$ cat src/rtl/interval_timer_if.sv
// Control/status bundle between the traffic-light controller (master) and
// the interval timer (slave).
interface interval_timer_if #(
  parameter int VAL_W = 4
);
  logic             start_timer;
  logic [1:0]       interval_address;
  logic             prg_load;
  logic [1:0]       prg_select;
  logic [VAL_W-1:0] prg_value;
  logic             expired;
  logic             busy;
  logic [VAL_W-1:0] remaining;
  logic             second_tick;

  modport master (
    output start_timer, interval_address, prg_load, prg_select, prg_value,
    input  expired, busy, remaining, second_tick
  );

  modport slave (
    input  start_timer, interval_address, prg_load, prg_select, prg_value,
    output expired, busy, remaining, second_tick
  );
endinterface

$ cat src/rtl/interval_timer.sv
// Programmable whole-second interval timer with a 3-entry interval table;
// a prescaler turns CLK_DIV clk cycles into one second.
module interval_timer #(
  parameter int CLK_DIV      = 100000000,
  parameter int VAL_W        = 4,
  parameter int BASE_DEFAULT = 6,
  parameter int EXT_DEFAULT  = 3,
  parameter int YEL_DEFAULT  = 2
) (
  input  logic            clk,
  input  logic            sys_reset,
  interval_timer_if.slave tif
);
  localparam int PW = $clog2(CLK_DIV);
  localparam logic [PW-1:0] PS_MAX = PW'(CLK_DIV - 1);

  typedef enum logic {IDLE, COUNT} state_t;

  state_t           state;
  logic [PW-1:0]    prescaler;
  logic [VAL_W-1:0] tbl_base, tbl_ext, tbl_yel;
  logic [VAL_W-1:0] load_val;

  // Zero-length entries and the fixed address 3 both run for one second.
  always_comb begin
    load_val = VAL_W'(1);
    case (tif.interval_address)
      2'd0:    if (tbl_base != '0) load_val = tbl_base;
      2'd1:    if (tbl_ext  != '0) load_val = tbl_ext;
      2'd2:    if (tbl_yel  != '0) load_val = tbl_yel;
      default: load_val = VAL_W'(1);
    endcase
  end

  always_ff @(posedge clk or negedge sys_reset) begin
    if (!sys_reset) begin
      state           <= IDLE;
      prescaler       <= '0;
      tbl_base        <= VAL_W'(BASE_DEFAULT);
      tbl_ext         <= VAL_W'(EXT_DEFAULT);
      tbl_yel         <= VAL_W'(YEL_DEFAULT);
      tif.expired     <= 1'b0;
      tif.busy        <= 1'b0;
      tif.remaining   <= '0;
      tif.second_tick <= 1'b0;
    end else begin
      tif.expired     <= 1'b0;
      tif.second_tick <= 1'b0;
      if (tif.prg_load) begin
        // Programming always aborts the running interval silently.
        case (tif.prg_select)
          2'd0:    tbl_base <= tif.prg_value;
          2'd1:    tbl_ext  <= tif.prg_value;
          2'd2:    tbl_yel  <= tif.prg_value;
          default: ;
        endcase
        state         <= IDLE;
        prescaler     <= '0;
        tif.busy      <= 1'b0;
        tif.remaining <= '0;
      end else if (tif.start_timer) begin
        state         <= COUNT;
        prescaler     <= '0;
        tif.busy      <= 1'b1;
        tif.remaining <= load_val;
      end else if (state == COUNT) begin
        if (prescaler == PS_MAX) begin
          prescaler       <= '0;
          tif.second_tick <= 1'b1;
          tif.remaining   <= tif.remaining - VAL_W'(1);
          if (tif.remaining == VAL_W'(1)) begin
            tif.expired <= 1'b1;
            tif.busy    <= 1'b0;
            state       <= IDLE;
          end
        end else begin
          prescaler <= prescaler + PW'(1);
        end
      end
    end
  end
endmodule

$ cat src/flat_wrapper.sv
// flat-port wrapper written by rule: the top's interface ports become plain ports
module interval_timer_flat 
#(
  parameter int CLK_DIV      = 100000000,
  parameter int VAL_W        = 4,
  parameter int BASE_DEFAULT = 6,
  parameter int EXT_DEFAULT  = 3,
  parameter int YEL_DEFAULT  = 2
)
  (clk, sys_reset, tif_start_timer, tif_interval_address, tif_prg_load, tif_prg_select, tif_prg_value, tif_expired, tif_busy, tif_remaining, tif_second_tick);
  interval_timer_if #(.VAL_W(VAL_W)) tif_i ();
  input  logic clk;
  input  logic sys_reset;
  input wire logic [$bits(tif_i.start_timer)-1:0] tif_start_timer;
  input wire logic [$bits(tif_i.interval_address)-1:0] tif_interval_address;
  input wire logic [$bits(tif_i.prg_load)-1:0] tif_prg_load;
  input wire logic [$bits(tif_i.prg_select)-1:0] tif_prg_select;
  input wire logic [$bits(tif_i.prg_value)-1:0] tif_prg_value;
  output wire logic [$bits(tif_i.expired)-1:0] tif_expired;
  output wire logic [$bits(tif_i.busy)-1:0] tif_busy;
  output wire logic [$bits(tif_i.remaining)-1:0] tif_remaining;
  output wire logic [$bits(tif_i.second_tick)-1:0] tif_second_tick;
  assign tif_i.start_timer = tif_start_timer;
  assign tif_i.interval_address = tif_interval_address;
  assign tif_i.prg_load = tif_prg_load;
  assign tif_i.prg_select = tif_prg_select;
  assign tif_i.prg_value = tif_prg_value;
  assign tif_expired = tif_i.expired;
  assign tif_busy = tif_i.busy;
  assign tif_remaining = tif_i.remaining;
  assign tif_second_tick = tif_i.second_tick;
  interval_timer #(.CLK_DIV(CLK_DIV), .VAL_W(VAL_W), .BASE_DEFAULT(BASE_DEFAULT), .EXT_DEFAULT(EXT_DEFAULT), .YEL_DEFAULT(YEL_DEFAULT)) u_core (.clk(clk), .sys_reset(sys_reset), .tif(tif_i));
endmodule
$ cat config.mk
export PLATFORM = sky130hd
export DESIGN_NAME = interval_timer_flat
export DESIGN_NICKNAME = d
export VERILOG_FILES = /design/src/rtl/interval_timer_if.sv /design/src/rtl/interval_timer.sv /design/src/flat_wrapper.sv
export SDC_FILE = /design/constraint.sdc
export NUM_CORES = 1
export LEC_CHECK = 0
export CAP_MARGIN = 30
export CORE_AREA = 5 5 82 84
export DETAILED_ROUTE_END_ITERATION = 8
export DIE_AREA = 0 0 87 89
export SETUP_SLACK_MARGIN = 0.05
export SLEW_MARGIN = 20
export SYNTH_ARGS = -nofsm -noshare
export SYNTH_HDL_FRONTEND = slang
export SYNTH_SLANG_ARGS = --single-unit
$ cat constraint.sdc
create_clock -name clk -period 1.95 [get_ports clk]
set_input_delay 0.195 -clock clk [delete_from_list [all_inputs] [get_ports clk]]
set_output_delay 0.195 -clock clk [all_outputs]
set_load 0.005 [all_outputs]
# After elaboration in Yosys (flattened, before gate mapping)
# Cells that the tools add are included.
# word_totals
output_inout_bits	7
elab_cells	61
register_bits	47
# op_classes
n_eq_ne	6
muxes	31
n_reduce_logical	13
addsub	2
# ops
op	n
$mux 27	4
$mux 4	7
$add 27x1->27 const B	1
$eq 27x27->1 const B	1
$mux 1	19
$pmux 4 s3	1
$reduce_bool 4->1	3
$reduce_bool 3->1	3
$reduce_and 2->1	4
$eq 2x1->1 const B	2
$eq 2x2->1 const B	2
$eq 4x1->1 const B	1
$logic_not 2->1	2
$sub 4x1->4 const B	1
$reduce_and 3->1	1

# Longest topological paths before layout
# Gate-level depths: netlist of the first run.
# logic_depth
word_depth	6
depth_mapped	7
ltp_nobuf	6

# Worst setup path before layout of the first run
# OpenSTA, ideal clock, no wires.
# synth_timing
kind	register to register
from	reg u_core.prescaler[10]
to	reg u_core.prescaler[0]
required_time_ps	1831
n_path_buf	0
setup_slack_ps	97
path_stages_with_launch	6
period_less_slack_ps	1853
setup_ps	119
t_arrival_ps	1734
cell_sequence	dfrtp_1 > or3_1 > or4_4 > nor4_4 > nor3_1 > o21a_1
# synth_via
elab_chain_len	5
# synth_lines
item	line_no	rtl
start, declared	interval_timer.sv:20	logic [PW-1:0] prescaler;
start signal, assigned	interval_timer.sv:77	prescaler <= prescaler + PW'(1);
$eq 27x27->1	interval_timer.sv:67	if (prescaler == PS_MAX) begin
$mux 27	interval_timer.sv:67	
$mux 27	interval_timer.sv:66	end else if (state == COUNT) begin
$mux 27	interval_timer.sv:61	end else if (tif.start_timer) begin
$mux 27	interval_timer.sv:49	if (tif.prg_load) begin
# Every way passes these cells. The select of a mux whose other input is x is not followed.
# A chain may end at the register's enable or synchronous reset.

# Worst setup path after layout of the first run
# layout_timing
from	reg u_core.prescaler[18]
to	reg u_core.prescaler[22]
# layout_via
elab_chain_len	5
# layout_lines
item	line_no
$add 27x1->27 / $eq 27x27->1 (equally long branches)	interval_timer.sv:77, interval_timer.sv:67
$mux 27 (*)	interval_timer.sv:67
$mux 27 (*)	interval_timer.sv:66
$mux 27 (*)	interval_timer.sv:61
$mux 27 (*)	interval_timer.sv:49
# Every way passes the cells marked *; elsewhere a longest branch is shown, timed or not. The select of a mux whose other input is x is not followed.

==> results of run 1 <==
-- final timing paths --
check	startpoint	end	cells past startpoint
max	u_core.prescaler[18]	u_core.prescaler[22]	6
min	sys_reset	u_core.tbl_base[3]	2
max reg2reg	u_core.prescaler[18]	u_core.prescaler[22]	6
min reg2reg	u_core.tbl_yel[0]	u_core.tbl_yel[0]	1
max in group asynchronous	sys_reset	u_core.prescaler[0]	3
min in group clk	u_core.tbl_yel[0]	u_core.tbl_yel[0]	1
-- cells by family (layout without fill, tap and decap cells) --
kind of cell | count (synthesis) | after routing
and+or+nand+nor | 127 | 127
DFF | 47 | 47
AOI/OAI and AO/OA | 26 | 26
xor gates and xnor gates | 23 | 23
muxes | 17 | 17
buffers and inverters | 16 | 82
adders and majority gates | 3 | 3
-- routing by layer --
layer | up-vias | track usage, % | routed length [um]
li1 | 1045 | - | -
met1 | 1096 | 23.4 | 2920
met2 | 51 | 27.0 | 3040
met3 | 9 | 2.21 | 256
met4 | 0 | 6.80 | 109
met5 | - | 0 | 0
-- cell usage after synthesis (all sizes together), types with 8 or more instances --
library cell	number	area, um^2
xor2	10	87.6
nand2	23	88.8
nand3	12	65.1
nor3	19	111
nor2	36	135
mux2	12	135
inv	9	33.8
nand4	8	71.3
xnor2	13	114
dfrtp	42	1050
a21oi	12	60.1
-- sequential cells by signal, indices dropped and copies added (netlist names) --
name	cells
u_core.prescaler	27
u_core.tbl_base	4
u_core.tbl_ext	4
u_core.tbl_yel	4
u_core.tif.remaining	4
u_core.state	1
u_core.tif.busy	1
u_core.tif.expired	1
u_core.tif.second_tick	1
-- cells in the final DEF, fill, tap and decap left out, drive strengths merged, types with 2 or more instances in the layout --
cell type      instances
or4b                   4
mux2i                  5
a211oi                 2
dfrtp                 42
dfstp                  5
xnor2                 13
or3                    4
nand3b                 3
and3                   2
or2                    2
mux2                  12
or4                    2
nand4                  8
nor2                  36
buf                   46
nor4                   5
xor2                  10
a21oi                 12
inv                   10
nand3                 12
clkbuf                 6
ha                     3
nor2b                  2
clkdlybuf4s50         17
o22ai                  3
nand2                 23
nor3                  19
o21ai                  4
-- cell type report --
class / count / area [um^2]
Fill cell: 495 / 2420
Tap cell: 75 / 93.8
Multi-Input combinational cell: 196 / 1430
Inverter: 9 / 33.8
Clock inverter: 3 / 46.3
Sequential cell: 47 / 1180
Clock buffer: 5 / 68.8
Timing Repair Buffer: 65 / 568
-- power by group --
part	total, mW	switching, mW	internal [mW]
combinational	0.264	0.125	0.138
clock	0.744	0.357	0.387
sequential	1.09	0.0420	1.05
total	2.10	0.525	1.57
-- metrics by stage --
| stage | hold slack (ps) | power (mW) | TNS [ps] |
|---|---|---|---|
| floorplan | -101 | 1.24 | 0 |
| global placement | 234 | 1.35 | -853 |
| detailed placement | 236 | 1.36 | -1110 |
| CTS | 449 | 2.11 | 0 |
| global route | 494 | 2.20 | -1100 |
| finish | 428 | 2.10 | -67.7 |
-- what timing repair did --
item,4_1_cts,5_1_grt
pin swaps,3,9
hold buffers,1,0
gates resized for setup,6,26
setup buffers,4,5
endpoints found under the hold margin,19,0
setup endpoints to repair,27,27
cloned,0,2
==> impl_results.md, run 1 <==
* Status: complete, but fails checks
* Violated checks: setup timing
* Layout Utilization at 58.6%
* Power per cell area at 612 mW/mm^2
* Die Y at 89 um
* Total Routing Usage GR at 16.9%
* R2R Setup Slk at -20 ps
* Hold Violations, Final at 0
* # nets final at 339
* Crit. End Element: flip-flop
* Placed insts at 380
* Min cycle time layout at 1970 ps
* Post-route design area at 0.00343 mm^2
* Clk Latency, worst-skew pair at 310 ps
* Post-synthesis adder-cell area fraction at 1.47%
* Fin crit share at 101%
* Predominant post-synthesis flop cell: dfrtp_1
* Die ar. at 0.00774 mm^2
* Via density at 5.50
* CP top delay family: simple AND/OR/NAND/NOR gates
* Ports at 19
* GRT overflow at 0
* Simple-gate share of the synthesized area at 28.0%
* Routed vias at 2201
* Rel. slew slack at 60.3%
* Final wirelength at 6.33 mm
* Largest net degree at the start of global routing at 27
* Final cell count without fillers at 400
* Antenna violations before repair at 0
* CP cell instances: or4bb_4 > nor3_4 > nand3_4 > nand2_4 > clkbuf_16 > nor2_1
* Synth warn at 0
* WP buf/inv at 1
* Max clock buf depth at 2
* Seq/Total Area, Yosys at 46.3%
* Worst endpoint required time at 2150 ps
* Synthesized flop and latch total at 47
* Netlist Area Pre-Place at 0.00255 mm^2
* Core Rows at 28
* First-pass GRT wire length at 10.3 mm
* WS Path Type: reg -> reg
* Root Driver: clkbuf_8
* Antenna diodes at 0
* Asr flop ratio synth at 100%
* H-tree depth at 2
* Placed cell area at 0.00305 mm^2
* Drt wl/cell at 15.8 um
* Worst-margin pin slew at 596 ps
* Worst Hold Class: in -> async
* Die X-Extent at 87 um
* Post-DRT Antenna Nets at 0
* Final Skew at 6.76 ps
* Synth Instances at 259
* Synth Area in Compound Gates at 6.08%
* Peak VDD IR at 0.343 mV
* Post-synth EDFFs at 0
* Main combinational cell family by area after synthesis: simple AND/OR/NAND/NOR gates
* Max-Cap Viols at 0
* Unique masters post-synth at 48
* CP Max Fanout at 5
* Syn avg cell area at 9.85 um^2
* Clock tree from TritonCTS: built
* Clk slew on worst S/H paths at 90 ps
* Initial DRC Count at 161
* Pre-Repair DR Iteration Count at 4
* Vias in the first global route at 2092
* Setup violators final at 7
* Initial cell density of the core at 43.6%
* CP arrival at 2170 ps
* Leakage Power at 1.41 nW
* XOR/XNOR Fraction of Synth Area at 7.90%
* Slew Limit Fails at 0
* Final Wtd Congestion at 0.816
* Max Clk Rate at 0.507 GHz
* Synthesized Nets at 274
* Max incr delay on CP at 580 ps
* Startpoint Class: flip-flop
* Port Buffers at 18
* CTS sink count at 47
* Slack of the critical path at -22.1 ps
* RSZ-0062 raised after global routing: yes
* Post-Place Setup Slack at -150 ps
* Layout area overhead at 34.3%
* # DRC at 0
* Slowest library cell on the worst path: or4bb_4
* Area of the core at 0.00585 mm^2
* TritonCTS Buffers at 5
* Mux cell area share after synthesis at 7.26%
* Fraction of layout cells with a size suffix above 1 at 34.2%
* Dpl hpwl at 4.45 mm
(Power assumes the default switching activity.)
==> inputs of run 2 (changes only) <==
CAP_MARGIN = not set   (was 30)
PLACE_DENSITY_LB_ADDON = 0.08   (was not set)
==> impl_results.md, run 2 (synthesized netlist as in run 1, its figures left out) <==
* Fraction of layout cells with a size suffix above 1 at 29.7% (-4.4 points)
* Final Skew at 2.08 ps (-4.68 ps)
* Setup violators final at 0 (-7)
* Total Routing Usage GR at 17.0% (+0.081 points)
* Max clock buf depth at 2 (unchanged)
* Commonest non-fill, non-tap cell in the layout: dfrtp_1
* # fillers at 526 (+6.3%)
* CP arrival at 2110 ps (-60 ps)
* Placed insts at 379 (-0.26%)
* Status: complete, but fails checks
* Antenna violations before repair at 0 (unchanged)
* Final Wtd Congestion at 0.818 (+0.31%)
* Vias in the first global route at 2124 (+1.5%)
* Worst endpoint required time at 2150 ps (about the same)
* Power per cell area at 588 mW/mm^2 (-3.9%)
* Clk slew on worst S/H paths at 90 ps (about the same)
* # nets final at 330 (-2.7%)
* Die X-Extent at 87 um (unchanged)
* Layout area overhead at 28.9%
* Port Buffers at 18 (unchanged)
* Rel. slew slack at 52.3% (-8.0 points)
* Ports at 19 (unchanged)
* Area of the core at 0.00585 mm^2 (unchanged)
* Worst-margin pin slew at 711 ps (+115 ps)
* Post-route design area at 0.00329 mm^2 (-4.0%)
* Multi-input logic area at 0.00140 mm^2 (-2.4%)
* H-tree depth at 2 (unchanged)
* Max reg flops at 27 (unchanged)
* # DRC at 0 (unchanged)
* Routed vias at 2090 (-5.0%)
* Violated checks: hold timing
* Final cell count without fillers at 391 (-2.3%)
* Fin crit share at 98.2% (-2.9 points)
* Power, Total at 1.93 mW (-7.7%)
* Pre-Repair DR Iteration Count at 4 (unchanged)
* Slew Limit Fails at 0 (unchanged)
* Via density at 5.35 (-2.9%)
* First-pass GRT wire length at 10.2 mm (-0.34%)
* Dpl hpwl at 4.40 mm (-1.2%)
* Die ar. at 0.00774 mm^2 (unchanged)
* CTS sink count at 47 (unchanged)
* Largest net degree at the start of global routing at 48 (+78%)
* Antenna diodes at 0 (unchanged)
* Placed cell area at 0.00305 mm^2 (-0.25%)
* GRT overflow at 0 (unchanged)
* Hold-fix buffers, CTS at 0 (-1)
* Core Rows at 28 (unchanged)
* Crit. End Element: flip-flop
* TritonCTS Buffers at 5 (unchanged)
* Most frequent cells in the layout: dfrtp_1 (40), buf_4 (35), nor2_1 (32)
* Hold Violations, Final at 28 (+28)
* Max Clk Rate at 0.522 GHz (+3.0%)
* Startpoint Class: flip-flop
* CP Max Fanout at 10 (+5)
* Post-DRT Antenna Nets at 0 (unchanged)
* Max-Cap Viols at 0 (unchanged)
* Hold WS at -31.9 ps (-460 ps)
* Clk Latency, worst-skew pair at 300 ps (about the same)
* Die Y at 89 um (unchanged)
* Peak VDD IR at 0.367 mV (+7.0%)
* Root Driver: clkbuf_8
* Clock tree from TritonCTS: built
* Leakage Power at 1.36 nW (-3.4%)
* Worst Hold Class: in -> async
* Min cycle time layout at 1920 ps (-56.9 ps)
* Register Area at 0.00118 mm^2 (+0.21%)
* Initial cell density of the core at 43.6% (unchanged)
* Final wirelength at 6.02 mm (-4.9%)
* Setup total negative slack at 0 ps (+67.7 ps)
* WS Path Type: reg -> reg
* Initial DRC Count at 116 (-28%)
* RSZ-0062 raised after global routing: yes
* Top reg by flops: u_core.prescaler
* Drt wl/cell at 15.4 um (-2.7%)
[run 2: changes by cell type in the layout (fill, tap and decap cells not counted), sizes merged]
cell | previous run | this run
dlygate4sd3 | 1 | 0
buf | 46 | 38
inv | 10 | 9
clkinv | 0 | 1
bufinv | 1 | 0
clkbuf | 6 | 7
[run 2: metal layers]
layer | global-route usage (%) | wire [um] | vias up
met5 | 0 | 0 | -
li1 | - | - | 1021
met2 | 29.3 | 2980 | 46
met4 | 4.25 | 56 | 0
met1 | 22.3 | 2780 | 1015
met3 | 3.04 | 213 | 8
[run 2: final timing paths]
kind	startpoint	end	slack (ps)	cells past startpoint
worst max-delay path	u_core.prescaler[12]	u_core.prescaler[19]	30	6
worst min-delay path	sys_reset	u_core.prescaler[15]	-30	2
worst max register to register	u_core.prescaler[12]	u_core.prescaler[19]	30	6
worst min register to register	u_core.tbl_base[0]	u_core.tbl_base[0]	520	1
max in group asynchronous	sys_reset	u_core.prescaler[4]	1520	2
min in group clk	u_core.tbl_base[0]	u_core.tbl_base[0]	520	1
[run 2: metrics by stage]
step	utilization [%]	setup WS, ps
final	56.2	34.8
after CTS	54.2	48.7
after detailed placement	52.1	-70.1
after global routing	56.2	-18.6
after floorplan	-	97.2
after global placement	52.1	-53.0
[run 2: timing repair]
item | 4_1_cts | 5_1_grt
resized for setup | 5 | 20
pin swaps | 3 | 8
setup buffers | 2 | 1
endpoints found under the setup margin | 29 | 28
cloned | 0 | 1
[run 2: layout make-up]
type	count	share of cell area, %
inverter	9	1.03
multi-input combinational	196	42.5
clock inverter	2	0.380
timing repair buffer	56	15.0
tap	75	2.85
clock buffer	6	2.21
sequential	47	36.0
[run 2: power by group]
group	switching, mW	internal [mW]	leakage (nW)
Clock	0.337	0.251	0.0412
Sequential	0.0418	1.05	0.615
Combinational	0.124	0.134	0.707
Total	0.502	1.43	1.36
[run 2: critical path, cell delays in order (launching register included)]
cell	delay, ps
dfrtp_1	400
or4b_4	570
nor3_4	300
nand3_4	190
nand2_4	140
clkbuf_16	160
nor2_1	50
